**src/rtl/sr_pkg.sv**
```systemverilog
`default_nettype none
// ============================================================================
//  Module   : sr_pkg
//  Brief    : Shared encodings for the shift-register load/shift sequencer.
//  Revision : 1.0 - initial release
// ============================================================================
package sr_pkg;

    localparam logic [1:0] SEL_HOLD = 2'b00;
    localparam logic [1:0] SEL_LOAD = 2'b01;
    localparam logic [1:0] SEL_SHL  = 2'b10;
    localparam logic [1:0] SEL_SHR  = 2'b11;

    localparam logic DIR_LEFT  = 1'b0;
    localparam logic DIR_RIGHT = 1'b1;

    typedef enum logic [1:0] {
        ST_IDLE  = 2'd0,
        ST_LOAD  = 2'd1,
        ST_SHIFT = 2'd2,
        ST_DONE  = 2'd3
    } state_t;

endpackage
`default_nettype wire

```
**src/rtl/sr_shift_cnt.sv**
```systemverilog
`default_nettype none
// ============================================================================
//  Module   : sr_shift_cnt
//  Brief    : Loadable down-counter for the shift length, clamps to N on load.
//  Revision : 1.0 - initial release
// ============================================================================
module sr_shift_cnt
    import sr_pkg::*;
#(
    parameter int N     = 8,
    parameter int CNT_W = 4
) (
    input  logic             clk,
    input  logic             rst_n,
    input  logic             load,
    input  logic [CNT_W-1:0] load_val,
    input  logic             clear,
    input  logic             dec,
    output logic             is_one,
    output logic             is_zero
);

    localparam logic [CNT_W-1:0] C_MAX = CNT_W'(N);

    logic [CNT_W-1:0] r_count;
    logic [CNT_W-1:0] w_clamped;

    assign w_clamped = (load_val > C_MAX) ? C_MAX : load_val;

    // Saturates at zero so a stray decrement can never wrap the count.
    always_ff @(posedge clk or negedge rst_n) begin
        if (!rst_n) begin
            r_count <= '0;
        end else if (clear) begin
            r_count <= '0;
        end else if (load) begin
            r_count <= w_clamped;
        end else if (dec && (r_count != '0)) begin
            r_count <= r_count - 1'b1;
        end
    end

    assign is_one  = (r_count == CNT_W'(1));
    assign is_zero = (r_count == '0);

endmodule
`default_nettype wire

```
**src/rtl/sr_load_shift_ctrl.sv**
```systemverilog
`default_nettype none
// ============================================================================
//  Module   : sr_load_shift_ctrl
//  Brief    : Sequences one load then a programmed number of shifts on a
//             parallel-load shift register, exposing the outgoing serial bit.
//  Revision : 1.0 - initial release
// ============================================================================
module sr_load_shift_ctrl
    import sr_pkg::*;
#(
    parameter int N     = 8,
    parameter int CNT_W = 4
) (
    input  logic             clk,
    input  logic             rst_n,
    input  logic             in_valid,
    output logic             in_ready,
    input  logic [N-1:0]     in_data,
    input  logic             in_dir,
    input  logic [CNT_W-1:0] in_len,
    input  logic             abort,
    input  logic [N-1:0]     sr_q,
    output logic [1:0]       sel,
    output logic [N-1:0]     par_data,
    output logic             ser_bit,
    output logic             ser_valid,
    output logic             done
);

    state_t     r_state;
    state_t     w_next;
    logic [N-1:0] r_par_data;
    logic       r_dir;
    logic       w_accept;
    logic       w_abort_act;
    logic       w_cnt_one;
    logic       w_cnt_zero;

    assign w_accept    = in_valid && (r_state == ST_IDLE);
    assign w_abort_act = abort && ((r_state == ST_LOAD) || (r_state == ST_SHIFT));

    sr_shift_cnt #(
        .N     (N),
        .CNT_W (CNT_W)
    ) u_cnt (
        .clk      (clk),
        .rst_n    (rst_n),
        .load     (w_accept),
        .load_val (in_len),
        .clear    (w_abort_act),
        .dec      (r_state == ST_SHIFT),
        .is_one   (w_cnt_one),
        .is_zero  (w_cnt_zero)
    );

    always_ff @(posedge clk or negedge rst_n) begin
        if (!rst_n) begin
            r_state    <= ST_IDLE;
            r_par_data <= '0;
            r_dir      <= DIR_LEFT;
        end else begin
            r_state <= w_next;
            if (w_accept) begin
                r_par_data <= in_data;
                r_dir      <= in_dir;
            end
        end
    end

    // Abort wins over the count reaching its last shift.
    always_comb begin
        w_next = r_state;
        case (r_state)
            ST_IDLE:  if (in_valid) w_next = ST_LOAD;
            ST_LOAD:  w_next = abort ? ST_IDLE : (w_cnt_zero ? ST_DONE : ST_SHIFT);
            ST_SHIFT: w_next = abort ? ST_IDLE : (w_cnt_one ? ST_DONE : ST_SHIFT);
            ST_DONE:  w_next = ST_IDLE;
            default:  w_next = ST_IDLE;
        endcase
    end

    always_comb begin
        sel       = SEL_HOLD;
        in_ready  = 1'b0;
        ser_valid = 1'b0;
        done      = 1'b0;
        case (r_state)
            ST_IDLE:  in_ready = 1'b1;
            ST_LOAD:  sel = SEL_LOAD;
            ST_SHIFT: begin
                sel       = (r_dir == DIR_RIGHT) ? SEL_SHR : SEL_SHL;
                ser_valid = 1'b1;
            end
            ST_DONE:  done = 1'b1;
            default:  sel = SEL_HOLD;
        endcase
    end

    // The bit about to leave is the one at the register edge facing the shift.
    assign ser_bit  = (r_state == ST_SHIFT) ?
                      ((r_dir == DIR_RIGHT) ? sr_q[0] : sr_q[N-1]) : 1'b0;
    assign par_data = r_par_data;

    logic unused_sr_bits;
    assign unused_sr_bits = ^sr_q[N-2:1];

endmodule
`default_nettype wire

```
**config.mk**
```make
export PLATFORM = sky130hd
export DESIGN_NAME = sr_load_shift_ctrl
export DESIGN_NICKNAME = d
export VERILOG_FILES = /design/src/rtl/sr_pkg.sv /design/src/rtl/sr_shift_cnt.sv /design/src/rtl/sr_load_shift_ctrl.sv
export SDC_FILE = /design/constraint.sdc
export NUM_CORES = 1
export LEC_CHECK = 0
export BUFFER_PORTS_ARGS = -buffer_cell sky130_fd_sc_hd__buf_2
export CAP_MARGIN = 10
export CORE_UTILIZATION = 45
export DETAILED_ROUTE_END_ITERATION = 16
export PLACE_DENSITY = 0.77
export SYNTH_ARGS = -nofsm -noshare
export SYNTH_HDL_FRONTEND = slang
export SYNTH_HIERARCHICAL = 1
export SYNTH_SLANG_ARGS = --single-unit
```
**constraint.sdc**
```tcl
create_clock -name clk -period 2.3 [get_ports clk]
set_clock_uncertainty 0.2 [all_clocks]
set_input_delay 0 -clock clk [delete_from_list [all_inputs] [get_ports clk]]
set_output_delay 0 -clock clk [all_outputs]
set_load 0.05 [all_outputs]
```
==> metrics.md, run 1 <==
| Metric | Value |
|---|---|
| Worst Path Class, Setup | `flop to flop` |
| Die Footprint | `2050 sq um` |
| Post-Syn Instances | `73` |
| Drc violations | `0` |
| Post-DR vias/cell | `a little under 5` |
| Starting DRT DRC Count | `15` |
| Fillers | `121` |
| Register area share after synthesis | `44.6%` |
| Asr flop ratio synth | `between 90% and 100%` |
| Outcome | `finished, final reports clean` |
| Worst Setup End Kind | `flop` |
| Combinational Power Share | `a little under two thirds` |
| Synth cell types | `23` |
| Core area | `approximately 1700 sq um` |
| Worst Hold Path Cells | `4` |
| Multi-input logic area | `around 440 sq um` |
| Slew headroom | `approximately 57%` |
| Ys flop type | `dfrtp_1` |
| CP Buf/Inv Count | `2` |
| NumNets Final | `between 150 and 200` |
| Max-capacitance violation count | `0` |
| Hold Crit Class | `primary input to primary output` |
| # rows | `15` |
| Max stage delay on crit path | `around 0.58 ns` |
| First-pass GRT wire length | `between 3000 and 4000 microns` |
| GRT met2 Usage | `roughly 33%` |
| Commonest cells post-synth | `15 x dfrtp_1, 9 x mux2_2, 8 x ha_1, 8 x inv_1, 5 x a21oi_1` |
| Worst Setup Start Kind | `flop` |
| GRT Util Overall | `between 20 and 25%` |
| Fin. max-slew vios | `0` |
| Synth-to-Final Area Change | `48.0%` |
| Critical R2R Capture | `r_state[0]$_DFFE_PN0P_` |
| Final worst path period need | `between 2 and 2.5 ns` |
| Most Used Layer, Global Route | `met2` |
| Crit-path cells | `inv_1 > ha_1 > nor3b_4 > a22oi_1 > o31ai_1 > dlygate4sd3_1` |
| Maximum vdd drop | `886 uV` |
| Seq pwr share | `28.5%` |
| Met1 usage | `28.1%` |
| Static Leak | `about 0.6 nW` |
| Worst Max-Slew Pin Slew | `0.643 ns` |
| Power consumption | `roughly 0.0018 W` |
| Clock root buffer | `clkbuf_4` |
| Antenna Violating Nets Remaining | `0` |
| Final setup TNS | `0 ns` |
| H-Tree Level Count | `1` |
| Ant diodes | `0` |
| Die X | `around 45 microns` |
| Ranking of synthesized cells by area | `dfrtp_1 45%, mux2_2 12%, ha_1 12%` |
| M3 GR Usage | `about 2.4%` |
| Delay-heaviest family, CP | `buffers and inverters` |
| Die Ht | `between 40 and 50 microns` |
| Largest net degree at the start of global routing | `16` |
| Syn Area/Cell | `roughly 12 sq um` |
| Syn. warnings | `6` |
| I/O Buffers | `32` |
| Mapped Nets | `between 100 and 150` |
| GPL Wtd Cong | `approximately 0.88` |
| CP Max Fanout | `5` |
| Clk_lat worst skew | `~0.26 ns` |
| Hold wc startpoint | `sr_q[7]` |
| Vias | `730` |
| CTS tree | `yes` |
| Hold endpoint | `ser_bit` |
| Worst R2R Path Depth | `6` |
| Reg clk slew, reported paths | `~0.08 ns` |
| Largest area contributor in the netlist | `dfrtp_1` |
| Sequential cell area | `375 sq um` |
| Clock share of power | `under 10%` |
| FF-to-FF setup slack | `~0.24 ns` |
| Setup violations, final | `0` |
| Internal Power | `0.000863 W` |
| Yosys reg bits | `15` |
| Switching share of total power | `slightly above 50%` |
| Post-synth EDFFs | `0` |
| Mapped Area | `~840 sq um` |
| Critical Path Slowest Stage Cell | `dlygate4sd3_1` |
| FMAX | `between 400 and 500 MHz` |
| RSZ-0062 raised after global routing | `no` |
| Wire per inst | `roughly 12 microns` |
| Initial Util | `between 40% and 50%` |
| Num CTS Buffers | `3` |
| Share of cells above drive strength 1 | `around two fifths` |
| Crit path arrival time | `between 2 and 2.5 ns` |
| Drt pass-1 iters | `4` |
| WP data required | `roughly 2.3 ns` |
| Ports | `39` |
| Hold Vio Cnt, Final | `0` |
| Reg-to-reg startpoint | `u_cnt/r_count[0]$_DFFE_PN0P_` |
| Fin crit share | `around 90%` |
| Detailed placer's ending HPWL | `1240 microns` |
| Vias in the first global route | `708` |
| GR Overflow Total | `0` |
| Synth top area share | `~45%` |
| Initial antenna violation count | `0` |
| Most common cell in the netlist | `dfrtp_1` |
| DRT Wirelength | `around 1800 microns` |
| CTS Buffer Depth | `2` |
| Power per cell area | `approximately 1400 nW/um^2` |
| Net Sw Power | `0.000930 W` |
| Clock sinks | `15` |
## stage by stage
stage | hold WS (ns) | util (%) | instance area (sq um) | cells | setup slack, ns
floorplan | -0.496 | - | 842 | 73 | 0.244
global placement | -0.289 | 58.8 | 1030 | 129 | 0.459
detailed placement | -0.288 | 58.8 | 1030 | 129 | 0.406
CTS | 0.289 | 70.6 | 1230 | 151 | 0.110
global route | 0.295 | 71.4 | 1250 | 152 | 0.127
finish | 0.283 | 71.4 | 1250 | 152 | 0.239
## kinds of logic (layout without fill, tap and decap cells)
family,after synthesis,in the layout,synth area share (%)
AOI/OAI and AO/OA,16,16,13.2
buffers and inverters,9,63,4.46
DFF,15,15,44.6
and+or+nand+nor,14,14,11.4
adders and majority gates,8,8,11.9
muxes,11,11,14.4
## cell type report
cell class | count | area share, %
timing repair buffer | 51 | 27.9
sequential | 15 | 30.1
tap | 25 | 2.51
inverter | 8 | 2.41
multi-input combinational | 49 | 34.9
clock buffer | 4 | 2.11
## power by group through the flow
stage / Combinational, W / Sequential, W / Clock, W
6_report: 0.00114 / 0.000510 / 0.000139
5_1_grt: 0.00123 / 0.000529 / 0.000161
4_1_cts: 0.00112 / 0.000502 / 0.000143
3_5_place_dp: 0.00108 / 0.000506 / 0
3_3_place_gp: 0.00105 / 0.000499 / 0
2_1_floorplan: 0.000608 / 0.000745 / 0
## flip-flops by register name, indices dropped and copies added, names as in the netlist
name and count:
par_data 8, r_state 2, r_dir 1, u_cnt/r_count 4
## placed cells by master, fill, tap and decap left out
cell type      count
a21oi_1            5
ha_1               8
nor4b_2            1
nand2_4            1
nor2b_1            2
inv_1              8
dfrtp_1           15
o21ai_0            3
o31a_2             1
dlygate4sd3_1     18
mux2_2             9
nor2_1             3
nor3b_1            1
mux2i_1            2
buf_4              1
or3_1              2
nand2_1            2
nor3b_4            1
clkbuf_4           3
a211oi_1           3
clkbuf_1           1
a22oi_1            1
o31ai_1            1
o32ai_1            1
buf_2             32
a311oi_2           1
and2_1             1
## worst reg2reg max path: stages (launching register included)
cell           delay (ns)
dfrtp_1              0.45
inv_1                0.11
ha_1                 0.19
nor3b_4              0.20
a22oi_1              0.08
o31ai_1              0.20
dlygate4sd3_1        0.58
## worst max path at each step
stage	startpoint	to	slack, ns	depth (start not counted)
after floorplan	r_state[0]$_DFFE_PN0P_	u_cnt/r_count[1]$_DFFE_PN0P_	0.24	7
after global placement	r_state[0]$_DFFE_PN0P_	u_cnt/r_count[1]$_DFFE_PN0P_	0.46	7
after detailed placement	r_state[0]$_DFFE_PN0P_	u_cnt/r_count[1]$_DFFE_PN0P_	0.41	7
after CTS	u_cnt/r_count[0]$_DFFE_PN0P_	r_state[0]$_DFFE_PN0P_	0.11	6
after global routing	u_cnt/r_count[1]$_DFFE_PN0P_	r_state[0]$_DFFE_PN0P_	0.13	6
final	u_cnt/r_count[0]$_DFFE_PN0P_	r_state[0]$_DFFE_PN0P_	0.24	6
## metal layers
layer  wire length [microns]  up-vias
li1                        -      372
met1                     814      335
met2                     891       21
met3                      57        2
met4                       8        0
met5                       0        -
## repair_timing
action / CTS / global route
hold endpoints to repair: 30 / 0
resized for setup: 0 / 1
setup buffers: 0 / 1
endpoints found under the setup margin: 0 / 1
hold buffers: 18 / 0
Note: power is estimated with default switching activity, not from simulation.
==> run 2: changes to the inputs <==
Settings changed: RECOVER_POWER set to 100.
==> run 2 against run 1 <==
Maximum frequency about the same. Critical path type unchanged. Clock power about the same. Count of clock-buffer cells in the layout unchanged. Worst hold slack improved by 0.010 ns. Design area decreased by 2.2%. Sequential cell count unchanged. Core utilization decreased by 1.6 points. Via count increased by 2.2%. Cell count unchanged. Global-route usage unchanged. First-iteration DRC count decreased by 20%.
==> metrics.md, run 2 (synthesized netlist as in run 1, its figures left out) <==
| Metric | Value |
|---|---|
| Reg clk slew, reported paths | `0.08 ns (about the same)` |
| GPL Wtd Cong | `0.885 (unchanged)` |
| Internal Power | `0.000815 W (-5.6%)` |
| Largest net degree at the start of global routing | `16 (unchanged)` |
| Starting DRT DRC Count | `12 (-3)` |
| CTS Buffer Depth | `2 (unchanged)` |
| Clock sinks | `15 (unchanged)` |
| Fin Hold WS | `0.293 ns (+0.00996 ns)` |
| Static Leak | `0.550 nW (-8.5%)` |
| GRT Util Overall | `20.4% (unchanged)` |
| Drt pass-1 iters | `4 (unchanged)` |
| Combinational Power Share | `62.6% (-1.2 points)` |
| DRT Wirelength | `1780 microns (+0.62%)` |
| Drc violations | `0 (unchanged)` |
| Max reg flops | `8 (unchanged)` |
| Power per cell area | `1430 nW/um^2 (-0.59%)` |
| Vias | `746 (+2.2%)` |
| Fillers | `129 (+6.6%)` |
| Seq pwr share | `29.5% (+1.0 points)` |
| RSZ-0062 raised after global routing | `no` |
| Ant diodes | `0 (unchanged)` |
| WP data required | `2.31 ns (about the same)` |
| Setup violations, final | `0 (unchanged)` |
| Power consumption | `0.00174 W (-2.8%)` |
| Dpl ws | `0.406 ns (unchanged)` |
| Fin crit share | `89.6% (about the same)` |
| Sequential cell area | `375 sq um (unchanged)` |
| Ports | `39 (unchanged)` |
| Vias in the first global route | `708 (unchanged)` |
| Wire per inst | `11.7 microns (+0.62%)` |
| Final worst path period need | `2.06 ns (-0.000789 ns)` |
| Worst Setup Start Kind | `flop` |
| Worst Path Class, Setup | `flop to flop` |
| Clock share of power | `7.9% (+0.2 points)` |
| Clk_lat worst skew | `0.26 ns (about the same)` |
| Detailed placer's ending HPWL | `1240 microns (unchanged)` |
| NumNets Final | `161 (unchanged)` |
| CP startpoint | `u_cnt/r_count[1]$_DFFE_PN0P_` |
| Outcome | `finished, final reports clean` |
| Final setup TNS | `0 ns (unchanged)` |
| Crit path arrival time | `2.07 ns (about the same)` |
| Maximum vdd drop | `873 uV (-1.4%)` |
| FF-to-FF setup slack | `0.24 ns (about the same)` |
| Net Sw Power | `0.000928 W (-0.21%)` |
| Multi-input logic area | `429 sq um (-1.4%)` |
| Final worst setup slack | `0.239 ns (+0.000789 ns)` |
| Hold wc startpoint | `in_data[5]` |
| # rows | `15 (unchanged)` |
| I/O Buffers | `32 (unchanged)` |
| Clock root buffer | `clkbuf_4` |
| Switching share of total power | `53.2% (+1.4 points)` |
| GR Overflow Total | `0 (unchanged)` |
| Slew headroom | `56.9% (-0.077 points)` |
| Initial antenna violation count | `0 (unchanged)` |
| CTS tree | `yes` |
| Final Util | `69.8% (-1.6 points)` |
| Reg-to-reg startpoint | `u_cnt/r_count[1]$_DFFE_PN0P_` |
| Initial Util | `48.2% (unchanged)` |
| Synth-to-Final Area Change | `44.7%` |
| Post-DR vias/cell | `4.91 (+2.2%)` |
| Hold Vio Cnt, Final | `0 (unchanged)` |
| H-Tree Level Count | `1 (unchanged)` |
| First-pass GRT wire length | `3060 microns (unchanged)` |
| Die Ht | `45.3 microns (unchanged)` |
| Die X | `45.3 microns (unchanged)` |
| CP Max Fanout | `3 (-2)` |
| Num CTS Buffers | `3 (unchanged)` |
| Most frequent cells in the layout | `18 x dlygate4sd3_1, 18 x buf_2, 16 x clkbuf_1, 15 x dfrtp_1, 9 x mux2_2` |
| Die Footprint | `2050 sq um (unchanged)` |
| Hold Crit Class | `primary input to flop` |
| FMAX | `485 MHz (about the same)` |
| Fin. max-slew vios | `0 (unchanged)` |
| Max-capacitance violation count | `0 (unchanged)` |
| Share of cells above drive strength 1 | `26.8% (-13 points)` |
| Antenna Violating Nets Remaining | `0 (unchanged)` |
| Core area | `1750 sq um (unchanged)` |
| Worst Setup End Kind | `flop` |
| Worst Max-Slew Pin Slew | `0.644 ns (+0.00115 ns)` |
[run 2: cell types whose count changed in the layout (fill, tap and decap cells not counted), sizes merged]
cell    delta
buf       -15
clkbuf    +15
[run 2: path summary, 6_finish.rpt]
check,to,cells past startpoint
min reg2reg,par_data[5]$_DFFE_PN0P_,1
max in group asynchronous,par_data[4]$_DFFE_PN0P_,3
max reg2reg,r_state[0]$_DFFE_PN0P_,6
max,r_state[0]$_DFFE_PN0P_,6
min,par_data[5]$_DFFE_PN0P_,3
min in group asynchronous,par_data[2]$_DFFE_PN0P_,3
[run 2: critical path: stages (launching register included)]
cell           delay, ns
dfrtp_1             0.42
inv_1               0.12
ha_1                0.16
nor3b_1             0.21
a22oi_1             0.12
o31ai_1             0.20
dlygate4sd3_1       0.58
[run 2: metal layers]
| layer | GRT usage (%) | share of wire, % | up-vias |
|---|---|---|---|
| met5 | 0 | 0 | - |
| met4 | 7.88 | 0.45 | 0 |
| met3 | 2.40 | 5.2 | 2 |
| met2 | 33.0 | 51 | 27 |
| met1 | 28.1 | 44 | 345 |
| li1 | - | - | 372 |
[run 2: what timing repair did]
action / CTS / global route
hold buffers: 18 / 0
hold endpoints to repair: 30 / 0
gates resized for setup: 0 / 1
buffers inserted: 0 / 1
endpoints found under the setup margin: 0 / 1
[run 2: through the flow]
| stage | area (sq um) | instances |
|---|---|---|
| 2_1_floorplan | 842 | 73 |
| 3_3_place_gp | 1030 | 129 |
| 3_5_place_dp | 1030 | 129 |
| 4_1_cts | 1230 | 151 |
| 5_1_grt | 1220 | 152 |
| 6_report | 1220 | 152 |
[run 2: power groups by stage]
stage                     registers, W  logic [W]  clock network (W)
after floorplan               0.000745   0.000608                  0
after global placement        0.000499    0.00105                  0
after detailed placement      0.000506    0.00108                  0
after CTS                     0.000502    0.00112           0.000143
after global routing          0.000531    0.00118           0.000161
final                         0.000514    0.00109           0.000138
[run 2: cell type report]
| cell class | count | area share (%) |
|---|---|---|
| flip-flops and latches | 15 | 30.8 |
| clock buffers | 4 | 2.16 |
| multi-input cells | 49 | 35.2 |
| inverters | 8 | 2.46 |
| well taps | 25 | 2.57 |
| repair buffers | 51 | 26.8 |
==> run 3: changes to the inputs <==
Settings changed: BUFFER_PORTS_ARGS -buffer_cell sky130_fd_sc_hd__buf_2 to unset, CORE_UTILIZATION 45 to 41, DONT_BUFFER_PORTS set to 1, PLACE_DENSITY 0.77 to unset.
==> run 3 against run 2 <==
The flow now finishes with violations (hold timing). Non-clock buffer count decreased by 30. Clock power increased by 5%. Via count decreased by 15%. Register-to-register slack got worse by 0.04 ns. Cell count decreased by 18%. Setup slack got worse by 0.045 ns. Die area increased by 9.3%. Worst hold slack got worse by 0.30 ns.
==> metrics.md, run 3 (synthesized netlist as in run 1, its figures left out) <==
| Metric | Value |
|---|---|
| Fin crit share | `91.5% (+2.0 points)` |
| Clk_lat worst skew | `0.28 ns (+0.02 ns)` |
| Critical R2R Capture | `r_state[0]$_DFFE_PN0P_` |
| GR Overflow Total | `0 (unchanged)` |
| Post-CTS Repair Setup Buffers | `0 (unchanged)` |
| First-pass GRT wire length | `2700 microns (-12%)` |
| Reg clk slew, reported paths | `0.09 ns (about the same)` |
| Worst Setup Start Kind | `flop` |
| Die Ht | `47.3 microns (+4.6%)` |
| Die Footprint | `2240 sq um (+9.3%)` |
| Vias | `633 (-15%)` |
| Final worst setup slack | `0.195 ns (-0.0449 ns)` |
| Max stage delay on crit path | `0.57 ns (about the same)` |
| Fin Hold WS | `-0.00951 ns (-0.303 ns)` |
| CTS tree | `yes` |
| H-Tree Level Count | `1 (unchanged)` |
| Num CTS Buffers | `3 (unchanged)` |
| Starting DRT DRC Count | `5 (-7)` |
| Maximum vdd drop | `869 uV (-0.50%)` |
| Vias in the first global route | `616 (-13%)` |
| GPL Wtd Cong | `0.757 (-14%)` |
| Setup violations, final | `0 (unchanged)` |
| # rows | `16 (+1)` |
| Worst R2R Path Depth | `6 (unchanged)` |
| Fin. max-slew vios | `0 (unchanged)` |
| CP Max Fanout | `6 (+3)` |
| Outcome | `finished with violations` |
| FMAX | `475 MHz (-2.1%)` |
| Placed inst area | `898 sq um (-12%)` |
| Initial antenna violation count | `0 (unchanged)` |
| Max-capacitance violation count | `0 (unchanged)` |
| Fillers | `193 (+50%)` |
| Ant diodes | `0 (unchanged)` |
| Drt pass-1 iters | `3 (-1)` |
| Final worst path period need | `2.11 ns (+0.0449 ns)` |
| Wire per inst | `13.5 microns (+16%)` |
| Final setup TNS | `0 ns (unchanged)` |
| CP Buf/Inv Count | `2 (unchanged)` |
| Most frequent cells in the layout | `17 x dlygate4sd3_1, 15 x dfrtp_1, 9 x mux2_2, 8 x inv_1, 8 x ha_1` |
| CTS Buffer Depth | `2 (unchanged)` |
| Power per cell area | `1540 nW/um^2 (+7.8%)` |
| Largest net degree at the start of global routing | `16 (unchanged)` |
| Hold Vio Cnt, Final | `15 (+15)` |
| Final Instance Area | `1080 sq um (-11%)` |
| Worst Max-Slew Pin Slew | `0.660 ns (+0.0158 ns)` |
| Crit path arrival time | `2.12 ns (+0.05 ns)` |
| Initial Util | `43.4% (-4.9 points)` |
| GRT Util Overall | `18.1% (-2.3 points)` |
| DRT Wirelength | `1680 microns (-5.7%)` |
| Critical Path Slowest Stage Cell | `dlygate4sd3_1` |
| Core area | `1940 sq um (+11%)` |
| Share of cells above drive strength 1 | `18.6% (-8.2 points)` |
| Clock sinks | `15 (unchanged)` |
| Antenna Violating Nets Remaining | `0 (unchanged)` |
| Max reg flops | `8 (unchanged)` |
| Commonest non-fill, non-tap cell in the layout | `dlygate4sd3_1` |
| Delay-heaviest family, CP | `buffers and inverters` |
| WP data required | `2.32 ns (about the same)` |
| Post-DR vias/cell | `5.10 (+4.0%)` |
| Dpl ws | `0.436 ns (+0.0302 ns)` |
| Detailed placer's ending HPWL | `1210 microns (-2.2%)` |
| Hold Crit Class | `primary input to asynchronous set/reset pin` |
| Violated checks | `hold timing` |
| Ports | `39 (unchanged)` |
| I/O Buffers | `0 (-100%)` |
| Die X | `47.3 microns (+4.6%)` |
| RSZ-0062 raised after global routing | `no` |
| Static Leak | `0.466 nW (-15%)` |
| Worst Setup End Kind | `flop` |
| Drc violations | `0 (unchanged)` |
| Slew headroom | `55.8% (-1.1 points)` |
| Crit-path cells | `inv_1 > ha_1 > nor3b_4 > a22oi_1 > o31ai_1 > dlygate4sd3_1` |
| NumNets Final | `131 (-19%)` |
| Synth-to-Final Area Change | `28.7%` |
| Worst Path Class, Setup | `flop to flop` |
| Clock root buffer | `clkbuf_4` |
| Reg-to-reg startpoint | `u_cnt/r_count[0]$_DFFE_PN0P_` |
| FF-to-FF setup slack | `0.19 ns (-0.04 ns)` |
==> run 3: cell count changes in the layout (fill, tap and decap cells not counted), sizes merged <==
cell	previous run	this run
buf	18	1
clkbuf	19	7
dlygate4sd3	18	17
==> run 3: worst register-to-register path: cells and delay by family (launching register included) <==
family	cells	cell delay, ns
adder cells (fa/ha/maj)	1	0.17
AND/OR/NAND/NOR	1	0.27
buffers and inverters	2	0.68
AO/OA/AOI/OAI	2	0.28
flip-flops	1	0.44
==> run 3: how the worst max path moves through the flow <==
stage,end,from,cells after the start,slack (ns)
2_1_floorplan,u_cnt/r_count[1]$_DFFE_PN0P_,r_state[0]$_DFFE_PN0P_,7,0.24
3_3_place_gp,u_cnt/r_count[0]$_DFFE_PN0P_,r_state[0]$_DFFE_PN0P_,5,0.52
3_5_place_dp,u_cnt/r_count[2]$_DFFE_PN0P_,u_cnt/r_count[0]$_DFFE_PN0P_,5,0.44
4_1_cts,r_state[0]$_DFFE_PN0P_,u_cnt/r_count[0]$_DFFE_PN0P_,6,0.13
5_1_grt,r_state[0]$_DFFE_PN0P_,u_cnt/r_count[0]$_DFFE_PN0P_,6,0.05
6_report,r_state[0]$_DFFE_PN0P_,u_cnt/r_count[0]$_DFFE_PN0P_,6,0.19
==> run 3: timing repair <==
item / CTS / global route
endpoints found under the setup margin: 0 / 1
endpoints found under the hold margin: 30 / 0
resized for setup: 0 / 1
hold buffers: 17 / 0
==> run 3: cell type report <==
class	instances	area [sq um]	area share (%)
Clock buffer	4	26.3	2.42
Timing Repair Buffer	21	190	17.6
Inverter	8	30.0	2.77
Sequential cell	15	375	34.6
Multi-Input combinational cell	49	428	39.5
Tap cell	27	33.8	3.12
==> run 3: through the flow <==
step	util (%)	total power, W	hold WS, ns	std cells
2_1_floorplan	-	0.00135	-0.496	73
5_1_grt	55.8	0.00181	0.0443	124
6_report	55.8	0.00167	-0.00951	124
4_1_cts	56.4	0.00170	0.00332	124
3_5_place_dp	46.3	0.00151	-0.495	103
3_3_place_gp	46.3	0.00148	-0.495	103
==> run 3: routing by layer <==
layer | wire length (microns) | track usage (%) | up-vias
met2 | 913 | 31.5 | 17
met1 | 672 | 20.6 | 310
li1 | - | - | 304
met4 | 15 | 8.57 | 0
met3 | 78 | 4.62 | 2
met5 | 0 | 0 | -
==> run 3: report_power, final <==
| group | total, W | internal, W | switching [W] |
|---|---|---|---|
| logic | 0.000747 | 0.000317 | 0.000430 |
| registers | 0.000779 | 0.000392 | 0.000387 |
| clock network | 0.000145 | 0.0000672 | 0.0000774 |
